### src/rtl/gray_ptr_pkg.sv
// Shared pointer helpers for the dual-clock FIFO pointer controllers.
// Conversions operate on a wide container type; callers zero-extend their
// narrower pointers in and slice the result back to their own width.
package gray_ptr_pkg;

   localparam int PTR_MAX_W = 16;

   typedef logic [PTR_MAX_W-1:0] ptr_t;

   // Binary to reflected Gray: each bit XORed with its upper neighbour.
   function automatic ptr_t bin2gray(input ptr_t bin);
      return bin ^ (bin >> 1);
   endfunction

   // Gray to binary: running XOR from the MSB downwards.
   function automatic ptr_t gray2bin(input ptr_t gray);
      ptr_t bin;
      bin[PTR_MAX_W-1] = gray[PTR_MAX_W-1];
      for (int i = PTR_MAX_W - 2; i >= 0; i--) begin
         bin[i] = bin[i+1] ^ gray[i];
      end
      return bin;
   endfunction

   // True when a and b differ in exactly one bit position.
   function automatic logic hamming1(input ptr_t a, input ptr_t b);
      return ($countones(a ^ b) == 1);
   endfunction

endpackage

### src/rtl/gray_sync.sv
// Multi-flop synchronizer for a Gray-coded pointer crossing into clk.
// Shared by the write-side and read-side pointer controllers.
module gray_sync #(
   parameter int WIDTH  = 5,
   parameter int STAGES = 2
) (
   input  logic             clk,
   input  logic             rst_n,
   input  logic [WIDTH-1:0] d,
   output logic [WIDTH-1:0] q
);

   logic [WIDTH-1:0] stage_q [STAGES];

   // Shift the remote pointer through STAGES flops.
   always_ff @(posedge clk or negedge rst_n) begin
      if (!rst_n) begin
         // NOTE: this array is a flop chain, not a RAM, so every stage takes the reset value.
         for (int i = 0; i < STAGES; i++) begin
            stage_q[i] <= '0;
         end
      end else begin
         // NOTE: non-blocking assignments make each stage sample the pre-edge value of its predecessor.
         stage_q[0] <= d;
         for (int i = 1; i < STAGES; i++) begin
            stage_q[i] <= stage_q[i-1];
         end
      end
   end

   assign q = stage_q[STAGES-1];

endmodule

### src/rtl/gray_ptr_ctrl.sv
// Write-side pointer controller for a dual-clock FIFO: binary and Gray write
// pointers, synchronized read pointer, registered Full, pessimistic Level.
// Optional feature macro: GRAY_PTR_ALMOST_FULL_EN adds a registered AlmostFull
// output driven by the AF_THRESH parameter.
module gray_ptr_ctrl
   import gray_ptr_pkg::*;
#(
   parameter int ADDR_W      = 4,
   parameter int SYNC_STAGES = 2
`ifdef GRAY_PTR_ALMOST_FULL_EN
   , parameter int AF_THRESH = 12
`endif
) (
   input  logic              Clk,
   input  logic              RstN,
   input  logic              IncReq,
   output logic              IncAck,
   input  logic [ADDR_W:0]   RemoteGrayPtr,
   output logic [ADDR_W-1:0] Addr,
   output logic [ADDR_W:0]   BinPtr,
   output logic [ADDR_W:0]   GrayPtr,
   output logic              Full,
`ifdef GRAY_PTR_ALMOST_FULL_EN
   output logic              AlmostFull,
`endif
   output logic [ADDR_W:0]   Level
);

   localparam int PTR_W = ADDR_W + 1;

   typedef logic [PTR_W-1:0] wptr_t;

   wptr_t bin_q;
   wptr_t gray_q;
   logic  full_q;

   wptr_t bin_next;
   wptr_t gray_next;
   wptr_t sync_gray;
   wptr_t sync_bin;
   wptr_t full_pattern;
   logic  inc_ack;
   logic  full_next;

   ptr_t  gray_next_wide;
   ptr_t  sync_bin_wide;
   logic  unused_hi;

   gray_sync #(
      .WIDTH  (PTR_W),
      .STAGES (SYNC_STAGES)
   ) u_remote_sync (
      .clk   (Clk),
      .rst_n (RstN),
      .d     (RemoteGrayPtr),
      .q     (sync_gray)
   );

   // Gating with RstN keeps the ack low while reset is held, even with Full=0.
   assign inc_ack = IncReq & ~full_q & RstN;

   // Post-push binary pointer; holds when no push is accepted.
   always_comb begin
      // NOTE: default assigned first so every path drives bin_next and no latch is inferred.
      bin_next = bin_q;
      if (inc_ack) begin
         bin_next = bin_q + PTR_W'(1);
      end
   end

   assign gray_next_wide = bin2gray(ptr_t'(bin_next));
   assign gray_next      = gray_next_wide[PTR_W-1:0];
   assign sync_bin_wide  = gray2bin(ptr_t'(sync_gray));
   assign sync_bin       = sync_bin_wide[PTR_W-1:0];

   // Upper bits of the wide conversions are always zero here.
   assign unused_hi = ^{gray_next_wide[PTR_MAX_W-1:PTR_W], sync_bin_wide[PTR_MAX_W-1:PTR_W]};

   // Full when our next Gray pointer equals the read pointer one lap ahead:
   // in Gray code that is the top two bits inverted, the rest equal.
   assign full_pattern = {~sync_gray[ADDR_W:ADDR_W-1], sync_gray[ADDR_W-2:0]};
   assign full_next    = (gray_next == full_pattern);

   // Pointer pair and Full flag registers.
   always_ff @(posedge Clk or negedge RstN) begin
      if (!RstN) begin
         bin_q  <= '0;
         gray_q <= '0;
         full_q <= 1'b0;
      end else begin
         bin_q  <= bin_next;
         gray_q <= gray_next;
         full_q <= full_next;
      end
   end

`ifdef GRAY_PTR_ALMOST_FULL_EN
   wptr_t next_level;
   logic  af_q;

   assign next_level = bin_next - sync_bin;

   // AlmostFull register, evaluated on the same edges as Full.
   always_ff @(posedge Clk or negedge RstN) begin
      if (!RstN) begin
         af_q <= 1'b0;
      end else begin
         af_q <= (int'(next_level) >= AF_THRESH);
      end
   end

   assign AlmostFull = af_q;
`else
   // No AlmostFull flag in this build.
`endif

   assign IncAck  = inc_ack;
   assign BinPtr  = bin_q;
   assign GrayPtr = gray_q;
   assign Addr    = bin_q[ADDR_W-1:0];
   assign Full    = full_q;
   assign Level   = bin_q - sync_bin;

endmodule

### config.mk
export PLATFORM = sky130hd
export DESIGN_NAME = gray_ptr_ctrl
export DESIGN_NICKNAME = d
export VERILOG_FILES = /design/src/rtl/gray_ptr_pkg.sv /design/src/rtl/gray_sync.sv /design/src/rtl/gray_ptr_ctrl.sv
export SDC_FILE = /design/constraint.sdc
export NUM_CORES = 1
export LEC_CHECK = 0
export CORE_ASPECT_RATIO = 1.1
export CORE_MARGIN = 3
export CORE_UTILIZATION = 40
export DETAILED_ROUTE_END_ITERATION = 16
export GPL_TIMING_DRIVEN = 0
export PLACE_DENSITY = 0.66
export RECOVER_POWER = 25
export SYNTH_ARGS = -nofsm -noshare
export SYNTH_HDL_FRONTEND = slang
export SYNTH_SLANG_ARGS = --single-unit
export TNS_END_PERCENT = 10
### constraint.sdc
create_clock -name Clk -period 2.7 [get_ports Clk]
set_input_delay 0.27 -clock Clk [delete_from_list [all_inputs] [get_ports Clk]]
set_output_delay 0.27 -clock Clk [all_outputs]
set_load 0.02 [all_outputs]
==> results.txt <==
The flow ran to the end, but the final reports show violations. The final reports fail on setup timing. Entering global routing, the biggest net connects 23 pins.

The post-synthesis cell count came out at 123. Worst setup slack before clock tree synthesis: -0.761 ns. By area the synthesized netlist is led by sky130_fd_sc_hd__dfrtp_1, sky130_fd_sc_hd__xnor2_1, sky130_fd_sc_hd__xor2_1.

The shortest period the worst path allows is 2.89 ns, and the effective utilization at floorplan is 44.0%. The analysis attributes to cell leakage a power of 0.769 nW. Data arrives at the worst endpoint at 2.62 ns. The tools report the initial antenna violation count as 0.

The worst hold path belongs to the class in -> async. The logs give 968 for the via count of the first global-routing pass and 1950 µm for the placed wire-length estimate after detailed placement. The die is 65.3 µm tall.

Core footprint: 0.00290 mm². After layout, the design draws a total of 2.23 mW. The synthesized design devotes to its leading area cell type 39.2% of total area.

Dividing the detail-routed wire length by the instance count gives 13.4 µm. The category of the most critical setup path is reg -> out. The filler cells instantiated in the layout total 266. The highest ir drop seen on vdd was 0.823 mV. The fraction of final layout cells sized beyond drive strength 1 is 25.0%, and the share of the cycle needed by the critical path after routing is 107%. The logs give 1 for the H-tree depth and 29 for the I/O pin total.

STA puts the critical path data required time at 2.43 ns. TritonCTS built the clock tree. The library cell used most frequently in the layout, excluding fill and tap cells, is sky130_fd_sc_hd__dfrtp_1.

The final-report max-slew violation count came out at 0. The synthesized design spends more area on one cell type than any other, namely sky130_fd_sc_hd__dfrtp_1. The clock sink count came out at 20. The die span in x is 59.9 µm, and the sequential cell area fraction in the yosys report is 39.2%. Clock-pin slew was measured on the worst setup and hold paths at 0.11 ns. Smallest setup slack after layout: -0.186 ns. The mapped netlist covers 0.00128 mm².

The detailed-route vias per instance is 5.16. The final net count was 175. The tools report the buffer type at the clock tree root as sky130_fd_sc_hd__clkbuf_4. The floorplan has 20 rows. In this run the worst path has a maximum fanout of 2.

In this run the tightest slew margin relative to its limit is 18.7%. The timing-limited maximum frequency came out at 347 MHz. Clock latency on the worst-skew pair, taken at its later pin, is 0.30 ns.

The count of hold-fix buffers inserted at cts was 0. The detailed router finished its first iteration with 21 violations. Setup repair after global routing could not meet its margin everywhere.

The count of antenna-violating nets left after detailed routing was 0. Among all flip-flop cells after synthesis, the most frequent one is sky130_fd_sc_hd__dfrtp_1. For the pin with the worst max-slew slack, the measured transition is 1.22 ns. Dividing total power by cell area gives a power density of 1320 mW/mm².

After detailed routing, the total wire length is 2580 µm. Setup violations remaining at the end of the flow were counted as 3. At the end of routability-driven placement, the weighted congestion stood at 0.819. The remaining global-route overflow was 0; the number of buffers on the longest clock path was 2. During placement, the flow inserted port buffers numbering 28. The library cells used most frequently in the layout, excluding fill and tap cells, are sky130_fd_sc_hd__dfrtp_1, sky130_fd_sc_hd__clkdlybuf4s50_1, sky130_fd_sc_hd__buf_4.

For this run, design rule violations remaining after detail routing come to 0. The synthesized design contains 0 enable-type register cells. The first global-routing pass estimated 4340 µm of wire. The clock arrives with 0.00287 ns of skew. In this run the mean area of a mapped cell was 10.4 µm². The number of antenna diodes in the final layout is 0. TritonCTS created 3 clock buffers.

After synthesis the netlist holds a flip-flop and latch count of 20. The synthesized net count was 137; the layout overhead on the synthesized area was 32.6%. For this run, the number of Yosys warnings is 0.

The netlist uses 39 different library cells. Global routing consumed, over all layers together, 14.4% of the routing resources. Count of final hold-check violations: 0. The routed layout has 995 vias. The worst setup path is captured at an output pin.

Die area: 0.00391 mm². The share of async-settable or async-resettable flops after synthesis works out to 100%. The kind of start point of the critical path was a register.

Max-cap violations in this run came to 0. Detailed-routing iteration count for the pre-antenna-repair pass: 4.
sequential cells by signal, indices dropped and copies added, names as in the netlist:
signal / cells
u_remote_sync.stage_q: 5
GrayPtr: 4
u_remote_sync.q: 5
BinPtr: 5
Full: 1
worst paths after layout:
path | slack [ns] | to | startpoint | cells past startpoint
worst max-delay path | -0.19 | Level[4] | u_remote_sync.q[4]$_DFF_PN0_ | 11
worst min-delay path | 0.20 | u_remote_sync.q[2]$_DFF_PN0_ | RstN | 1
worst max register to register | 0.59 | Full$_DFF_PN0_ | BinPtr[1]$_DFF_PN0_ | 7
worst min register to register | 0.36 | u_remote_sync.q[2]$_DFF_PN0_ | u_remote_sync.stage_q[7]$_DFF_PN0_ | 0
max in group asynchronous | 1.70 | u_remote_sync.q[3]$_DFF_PN0_ | RstN | 1
min in group Clk | 0.36 | u_remote_sync.q[2]$_DFF_PN0_ | u_remote_sync.stage_q[7]$_DFF_PN0_ | 0
routing by layer:
| layer | up-vias | global-route usage (%) | wire (µm) |
|---|---|---|---|
| li1 | 483 | - | - |
| met3 | 2 | 1.18 | 100 |
| met5 | - | 0 | 0 |
| met1 | 486 | 19.1 | 1110 |
| met2 | 24 | 24.3 | 1370 |
| met4 | 0 | 4.99 | 8 |
synthesized netlist by cell type, types with 2 or more instances:
cell type / instances
sky130_fd_sc_hd__dfrtp_1: 20
sky130_fd_sc_hd__xnor2_1: 14
sky130_fd_sc_hd__inv_1: 10
sky130_fd_sc_hd__xor2_1: 10
sky130_fd_sc_hd__buf_4: 7
sky130_fd_sc_hd__nand2_1: 6
sky130_fd_sc_hd__a21oi_1: 5
sky130_fd_sc_hd__ha_1: 5
sky130_fd_sc_hd__buf_2: 4
sky130_fd_sc_hd__nor2_1: 4
sky130_fd_sc_hd__o21ai_0: 4
sky130_fd_sc_hd__a21o_1: 2
sky130_fd_sc_hd__mux2i_1: 2
sky130_fd_sc_hd__nand3b_1: 2
sky130_fd_sc_hd__nand4_1: 2
sky130_fd_sc_hd__nand4b_1: 2
sky130_fd_sc_hd__o22ai_1: 2
repair_timing:
action / in CTS / in global routing
pin swaps: 6 / 1
resized for setup: 25 / 6
buffers inserted: 5 / 1
setup endpoints to repair: 7 / 5
area by class of cell:
class | count | area, µm² | area share [%]
buffer | 12 | 87.6 | 5.17
clock buffer | 4 | 36.3 | 2.14
inverter | 11 | 43.8 | 2.58
multi-input combinational | 79 | 669 | 39.5
sequential | 20 | 502 | 29.6
tap | 33 | 41.3 | 2.44
timing repair buffer | 34 | 314 | 18.5
worst max-delay path: stages (launching register included):
cell and delay, ns:
sky130_fd_sc_hd__dfrtp_1 0.42, sky130_fd_sc_hd__xnor2_2 0.19, sky130_fd_sc_hd__xor2_1 0.23, sky130_fd_sc_hd__xor2_1 0.25, sky130_fd_sc_hd__xnor2_1 0.15, sky130_fd_sc_hd__ha_2 0.21
sky130_fd_sc_hd__fa_2 0.22, sky130_fd_sc_hd__inv_2 0.03, sky130_fd_sc_hd__a21o_1 0.16, sky130_fd_sc_hd__a21oi_2 0.17, sky130_fd_sc_hd__xnor2_2 0.12, sky130_fd_sc_hd__buf_4 0.15
kinds of logic (layout without fill, tap and decap cells):
kind of cell	after synthesis	after routing	synth area share, %
AND/OR/NAND/NOR	25	25	12.8
multiplexers	2	2	1.57
flip-flops	20	20	39.2
adder cells (fa/ha/maj)	6	6	6.46
XOR/XNOR	25	25	18.2
AO/OA/AOI/OAI	21	21	11.2
buffers and inverters	24	61	10.6
per-stage QoR:
stage | hold slack, ns | instance area, µm² | util (%) | cells | setup TNS, ns
global placement | 0.332 | 1610 | 55.3 | 184 | -2.47
floorplan | -0.0256 | 1280 | - | 123 | 0
finish | 0.198 | 1690 | 58.4 | 193 | -0.381
CTS | 0.260 | 1690 | 58.1 | 192 | -0.418
global route | 0.279 | 1690 | 58.4 | 193 | -0.996
detailed placement | 0.336 | 1610 | 55.3 | 184 | -2.74
power by group:
| group | internal, mW | total (mW) | switching, mW |
|---|---|---|---|
| clock network | 0.0822 | 0.172 | 0.0898 |
| logic | 0.791 | 1.62 | 0.830 |
| registers | 0.382 | 0.437 | 0.0555 |
No activity file was read; power rests on OpenSTA's default activity.
